[src/rtl/seq_dp_pkg.sv]
// seq_dp_pkg: shared state, ALU-op and shift encodings for the self-sequencing datapath.
package seq_dp_pkg;
    localparam int IMM_W = 5;
    typedef enum logic [2:0] {IDLE, RD_A, RD_B, RD_AB, EXEC, WB} state_t;
    typedef enum logic [1:0] {ALU_ADD, ALU_SUB, ALU_AND, ALU_MVN} alu_op_t;
    typedef enum logic [1:0] {SH_NONE, SH_LSL1, SH_LSR1, SH_ASR1} shift_t;
endpackage

[src/rtl/seq_dp_regfile.sv]
// seq_dp_regfile: register file, one sync write port, async clear, combinational reads.
// SEQ_DP_DUAL_READ_EN adds a second read port.
module seq_dp_regfile
    import seq_dp_pkg::*;
#(
    parameter int WIDTH = 16,
    parameter int NREGS = 8,
    localparam int AW = $clog2(NREGS)
) (
    input  logic             clk,
    input  logic             reset,
    input  logic             we,
    input  logic [AW-1:0]    waddr,
    input  logic [WIDTH-1:0] wdata,
    input  logic [AW-1:0]    raddr_a,
    output logic [WIDTH-1:0] rdata_a
`ifdef SEQ_DP_DUAL_READ_EN
    ,
    input  logic [AW-1:0]    raddr_b,
    output logic [WIDTH-1:0] rdata_b
`endif
);
    logic [WIDTH-1:0] regs [NREGS];

    always_ff @(posedge clk or posedge reset) begin
        if (reset) begin
            for (int i = 0; i < NREGS; i++) regs[i] <= '0;
        end else if (we) begin
            regs[waddr] <= wdata;
        end
    end

    assign rdata_a = regs[raddr_a];
`ifdef SEQ_DP_DUAL_READ_EN
    assign rdata_b = regs[raddr_b];
`endif
endmodule

[src/rtl/seq_datapath.sv]
// seq_datapath: start-driven read/execute/write-back sequencer around regfile, shifter and ALU.
// SEQ_DP_DUAL_READ_EN reads A and B in one cycle (3-cycle op instead of 4).
module seq_datapath
    import seq_dp_pkg::*;
#(
    parameter int WIDTH = 16,
    parameter int NREGS = 8,
    localparam int AW = $clog2(NREGS)
) (
    input  logic             clk,
    input  logic             reset,
    input  logic             start,
    input  logic [AW-1:0]    rn,
    input  logic [AW-1:0]    rm,
    input  logic [AW-1:0]    rd,
    input  logic [1:0]       ALUop,
    input  logic [1:0]       shift,
    input  logic             use_imm,
    input  logic             zero_a,
    input  logic             wb_en,
    input  logic             ld_en,
    input  logic [AW-1:0]    ld_num,
    input  logic [WIDTH-1:0] datapath_in,
    output logic             ready,
    output logic             done,
    output logic [WIDTH-1:0] datapath_out,
    output logic [2:0]       status_out
);
`ifdef SEQ_DP_DUAL_READ_EN
    localparam state_t FIRST = RD_AB;
`else
    localparam state_t FIRST = RD_A;
`endif

    state_t state, next;
    logic [AW-1:0] rn_q, rm_q, rd_q, raddr_a, waddr;
    alu_op_t op_q;
    shift_t sh_q;
    logic [IMM_W-1:0] imm_q;
    logic imm_sel_q, zero_a_q, wb_q, accept, we, v;
    logic [WIDTH-1:0] a_q, b_q, c_q, rdata_a, wdata, ain, bin, sum, diff, res;
    logic [2:0] st_q;

    function automatic logic [WIDTH-1:0] shift_b(input logic [WIDTH-1:0] b, input shift_t s);
        return s == SH_LSL1 ? {b[WIDTH-2:0], 1'b0} :
               s == SH_LSR1 ? {1'b0, b[WIDTH-1:1]} :
               s == SH_ASR1 ? {b[WIDTH-1], b[WIDTH-1:1]} : b;
    endfunction

    assign ready  = state == IDLE || state == WB;
    assign done   = state == WB;
    assign accept = start && ready;
    // A load request coinciding with start is dropped: start wins.
    assign we    = (state == WB && wb_q) || (state == IDLE && ld_en && !start);
    assign waddr = state == WB ? rd_q : ld_num;
    assign wdata = state == WB ? c_q : datapath_in;

`ifdef SEQ_DP_DUAL_READ_EN
    logic [WIDTH-1:0] rdata_b;
    assign raddr_a = rn_q;
    seq_dp_regfile #(.WIDTH(WIDTH), .NREGS(NREGS)) u_rf (
        .clk(clk), .reset(reset), .we(we), .waddr(waddr), .wdata(wdata),
        .raddr_a(raddr_a), .rdata_a(rdata_a), .raddr_b(rm_q), .rdata_b(rdata_b)
    );
`else
    assign raddr_a = state == RD_A ? rn_q : rm_q;
    seq_dp_regfile #(.WIDTH(WIDTH), .NREGS(NREGS)) u_rf (
        .clk(clk), .reset(reset), .we(we), .waddr(waddr), .wdata(wdata),
        .raddr_a(raddr_a), .rdata_a(rdata_a)
    );
`endif

    always_comb begin
        next = state;
        case (state)
            IDLE:        if (start) next = FIRST;
            RD_A:        next = RD_B;
            RD_B, RD_AB: next = EXEC;
            EXEC:        next = WB;
            WB:          next = start ? FIRST : IDLE;
            default:     next = IDLE;
        endcase
    end

    always_comb begin
        ain  = zero_a_q ? '0 : a_q;
        bin  = imm_sel_q ? {{(WIDTH-IMM_W){imm_q[IMM_W-1]}}, imm_q} : shift_b(b_q, sh_q);
        sum  = ain + bin;
        diff = ain - bin;
        res  = op_q == ALU_ADD ? sum : op_q == ALU_SUB ? diff : op_q == ALU_AND ? ain & bin : ~bin;
        v    = op_q == ALU_ADD ? (ain[WIDTH-1] == bin[WIDTH-1]) && (sum[WIDTH-1] != ain[WIDTH-1]) :
               op_q == ALU_SUB ? (ain[WIDTH-1] != bin[WIDTH-1]) && (diff[WIDTH-1] != ain[WIDTH-1]) : 1'b0;
    end

    always_ff @(posedge clk or posedge reset) begin
        if (reset) state <= IDLE;
        else state <= next;
    end

    always_ff @(posedge clk or posedge reset) begin
        if (reset) begin
            {rn_q, rm_q, rd_q, imm_q, imm_sel_q, zero_a_q, wb_q} <= '0;
            op_q <= ALU_ADD;
            sh_q <= SH_NONE;
            {a_q, b_q, c_q, st_q} <= '0;
        end else begin
            if (accept) begin
                {rn_q, rm_q, rd_q} <= {rn, rm, rd};
                op_q      <= alu_op_t'(ALUop);
                sh_q      <= shift_t'(shift);
                imm_q     <= datapath_in[IMM_W-1:0];
                imm_sel_q <= use_imm;
                zero_a_q  <= zero_a;
                wb_q      <= wb_en;
            end
            if (state == RD_A || state == RD_AB) a_q <= rdata_a;
`ifdef SEQ_DP_DUAL_READ_EN
            if (state == RD_AB) b_q <= rdata_b;
`else
            if (state == RD_B) b_q <= rdata_a;
`endif
            if (state == EXEC) begin
                c_q  <= res;
                st_q <= {v, res[WIDTH-1], res == '0};
            end
        end
    end

    assign datapath_out = c_q;
    assign status_out   = st_q;
endmodule

[config.mk]
export PLATFORM = sky130hd
export DESIGN_NAME = seq_datapath
export DESIGN_NICKNAME = d
export VERILOG_FILES = /design/src/rtl/seq_dp_pkg.sv /design/src/rtl/seq_dp_regfile.sv /design/src/rtl/seq_datapath.sv
export SDC_FILE = /design/constraint.sdc
export NUM_CORES = 1
export LEC_CHECK = 0
export CAP_MARGIN = 5
export CELL_PAD_IN_SITES_DETAIL_PLACEMENT = 1
export CELL_PAD_IN_SITES_GLOBAL_PLACEMENT = 1
export CORE_ASPECT_RATIO = 0.9
export CORE_MARGIN = 3
export CORE_UTILIZATION = 44
export CTS_BUF_LIST = sky130_fd_sc_hd__clkbuf_8
export DETAILED_ROUTE_END_ITERATION = 8
export GPL_ROUTABILITY_DRIVEN = 0
export PLACE_DENSITY_LB_ADDON = 0.1
export SLEW_MARGIN = 25
export SYNTH_ARGS = -nofsm -noshare
export SYNTH_HDL_FRONTEND = slang
export SYNTH_SLANG_ARGS = --single-unit
[constraint.sdc]
create_clock -name clk -period 6.95 [get_ports clk]
set_clock_uncertainty 0.15 [all_clocks]
set_input_delay 1.39 -clock clk [delete_from_list [all_inputs] [get_ports clk]]
set_output_delay 1.39 -clock clk [all_outputs]
set_load 0.1 [all_outputs]
==> results.md <==
- The number of maximum-capacitance violations is 0.
- The total global routing overflow is 0.
- The Yosys step of the flow raised 0 warnings.
- In this run, synthesis inferred 0 flip-flops with an integrated enable.
- The die is ~170 um wide.
- At the worst endpoint, the required time is a little over 7 ns.
- Entering global routing, the biggest net connects 147 pins.
- The wire length of the first global-routing pass is approximately 52 mm.
- The combined flip-flop and latch cell area is between 0.005 and 0.006 sq mm.
- The uppermost metal layer occupied by signal nets is met4.
- The worst setup path is launched from a flop.
- After clock tree synthesis, the clock-pin slew on the worst setup and hold paths is 0.06 ns.
- After synthesis, flip-flops and latches occupy between 40% and 50% of the total area.
- The count of buffers from port buffering is a little under 60.
- The startpoint identified for the worst hold timing path is a_q[3].
- The count of vias placed by the detailed router is between 8000 and 9000.
- The worst-case IR drop observed on VDD is between 0.2 and 0.3 mV.
- The number of setup violations in the final report is 0.
- The critical path endpoint category is a flop.
- The count of clock tree sinks is approximately 200.
- The final worst setup slack is 2.206 ns.
- The number of synthesized register bits is 202.
- In this run the standard cell core region covers 0.02432 sq mm.
- Fill cells in the final layout number about 2700.
- The number of antenna violations at the first check in global routing is 0.
- The detailed router's first-iteration violation count is ~620.
- The final layout contains between 1000 and 1500 nets.
- The overall die area is 0.02671 sq mm.
- The clock tree root driver cell is clkbuf_8.
- The average wire length per cell after detail routing is about 22 um.
- The min-delay analysis places its worst path in the category reg -> reg.
- In the routed design, unresolved DRC markers number 0.
- The post-route netlist has around 13% of its cells at a drive strength greater than 1.
- The first element of the critical path is sh_q[1].
- Summing all multi-input logic gate instances after layout gives between 0.005 and 0.006 sq mm.
- For this configuration, the core starts out at a cell density of 44.84%.
- The post-route minimum period is 4.744 ns.
- Detailed placement ended at an HPWL of approximately 23 mm.
- The number of nets in the synthesized netlist is between 1000 and 1500.
- The utilization after layout is 51.81%.
- In the detailed route, the total length drawn on met3 is roughly 1.3 mm.
- The dominant cell by count in the synthesized netlist is dfrtp_1.
- The number of placement rows is 54.
- For this run, the detailed router's first-pass iteration total came to 5.
- Measured against its own limit, the worst slew margin works out to between 20 and 30%.
- Setup repair after global routing left no endpoint under its margin.
- The number of setup buffers added after CTS is 0.
- The number of buffers created by CTS is 36.
- Counting along the longest clock path gives a buffer depth of 3.
- The post-placement worst setup slack is approximately 2.3 ns.
- The startpoint of the worst-slack reg-to-reg timing path is sh_q[1].
- The area growth from synthesis to final layout is 15.56%.
- Derived from the worst setup path, the maximum achievable clock frequency is ~0.21 GHz.
- TritonCTS built the clock tree.
- The share of Yosys cell area claimed by the top area cell type is a little under half.
- In this run the remaining antenna-violating nets after routing total 0.
- The path type of the worst setup path is reg -> reg.
- The mapped cell area is ~0.011 sq mm.
- The cell taking the most area after synthesis is dfrtp_1.
- The period utilization is between 60% and 70%.
- The setup TNS is 0 ns.
- The most used flip-flop cell after synthesis is dfrtp_1.
- Once layout is done, the placed cells without fillers occupy between 0.01 and 0.015 sq mm.
- The via count of the first global-routing pass is 9047.
- The CTS H-tree depth is 2.
- The number of inserted diodes is 0.
- The pin slew with the least headroom to its limit is 1.083 ns.
- The run finished with clean final reports.
- Across every metal layer, demand over resource in global routing totals between 20% and 30%.
- The total met2 wirelength after detailed routing is between 15 and 20 mm.
- The leakage power is 5.665 nW.
- After detailed placement, the total cell area comes to 0.01180 sq mm.
- In this run the mean area of a mapped cell was ~10 sq um.
- The number of different library cells in the post-synthesis netlist is 70.
- The design draws 7.509 mW.
- Post-CTS repair changed the size of 0 cells.
- The height of the die is around 160 um.
- The top-level I/O count is 60.
- By count the netlist is led by 202 x dfrtp_1, 142 x nand2_1, 125 x o21ai_0.
- The source-to-sink clock delay at the later pin of the worst-skew pair is between 0.5 and 0.6 ns.
- Wires add up to about 32 mm.
- The number of slew-limit violations in the final report is 0.
- In the routed layout, each cell is associated on average with a via count of 5.708.
- The met1 wire length is about 15 mm.
- The number of hold violations in the final report is 0.
- Data on the critical path arrives at its endpoint at around 5 ns.
- Yosys attributes the largest share of cell area to dfrtp_1 46%, mux4_2 6.8%, o21ai_0 5.7%.
- The cell count after synthesis came out at 1116.
- The post-synthesis async set-or-reset flop share is between 90% and 100%.
- Along the worst path, the maximum fanout reaches 29.
- Hold repair after CTS inserted 0 buffers.
- Dividing total power by cell area gives a power density of 595.9 mW/mm^2.
## worst max-delay path, stage by stage, from the launching register on
cell,delay (ns)
dfrtp_1,0.70
or3b_1,0.49
a31oi_1,0.29
ha_1,0.24
inv_1,0.07
fa_1,0.44
nor2b_1,0.17
o21ai_2,0.22
nand2_1,0.12
a2111oi_0,0.57
o2111ai_1,0.20
nand4_1,0.15
nor4b_1,0.33
nand4_1,0.15
o41ai_1,0.33
## power by group
part / switching, mW / leakage, nW / total, mW / internal [mW]
logic: 2.53 / 2.69 / 4.13 / 1.60
clock network: 0.510 / 0.443 / 1.20 / 0.692
registers: 0.457 / 2.53 / 2.17 / 1.72
total: 3.50 / 5.67 / 7.51 / 4.01
## metal layers
| metal | global-route usage, % | up-vias |
|---|---|---|
| met2 | 40.93 | 144 |
| met3 | 3.582 | 44 |
| met1 | 36.20 | 4315 |
| li1 | - | 4030 |
| met5 | 0 | - |
| met4 | 5.587 | 0 |
## final cells by class
class,count,area share (%)
multi-input combinational,805,43.41
clock inverter,21,1.479
clock buffer,44,4.805
tap,308,3.058
sequential,202,40.11
inverter,36,1.102
timing repair buffer,79,6.037
## registers in the layout, indices dropped and copies added, names as in the netlist, 2 cells and up
| signal | count |
|---|---|
| a_q | 16 |
| imm_q | 5 |
| sh_q | 2 |
| datapath_out | 15 |
| rn_q | 3 |
| b_q | 16 |
| u_rf.regs | 128 |
| rd_q | 3 |
| status_out | 3 |
| rm_q | 3 |
| op_q | 2 |
| state | 3 |
## placed cells by master, fill, tap and decap left out, types with 6 or more instances in the layout
cell type,netlist,layout
mux4_2,33,33
mux2i_1,58,55
clkdlybuf4s50_1,0,59
clkbuf_8,0,44
nand2b_1,10,10
a2111oi_0,6,6
a31oi_1,10,10
a211oi_1,7,7
o21ai_0,125,124
inv_1,34,40
o21ai_1,16,16
xnor2_1,10,10
ha_1,31,31
buf_4,1,18
mux2_2,26,26
dfrtp_1,202,202
a21oi_1,90,90
nand2_1,142,142
clkinv_2,0,9
nor2_1,102,99
nor3_1,17,17
nor2b_1,27,27
## stage by stage
stage,hold WS (ns),cells
final,0.3242,1495
after global routing,0.3477,1495
after CTS,0.3288,1494
after detailed placement,0.3156,1429
after global placement,0.3054,1429
after floorplan,0.2922,1116
## path summary, 6_finish.rpt
check	cells past startpoint	end	slack [ns]
max	14	status_out[0]	2.21
min	2	a_q[3]	0.32
max reg2reg	14	status_out[0]	2.21
min reg2reg	2	a_q[3]	0.32
max in group asynchronous	4	a_q[2]	4.07
min in group asynchronous	3	rn_q[0]	1.29
## cells by family after synthesis
kind of cell | Yosys count | synth area share, %
buffers and inverters | 109 | 3.935
AND/OR/NAND/NOR | 337 | 13.70
adder cells (fa/ha/maj) | 33 | 3.924
flip-flops | 202 | 46.35
XOR/XNOR | 14 | 1.124
AO/OA/AOI/OAI | 300 | 15.73
multiplexers | 121 | 15.24
(Power assumes the default switching activity.)
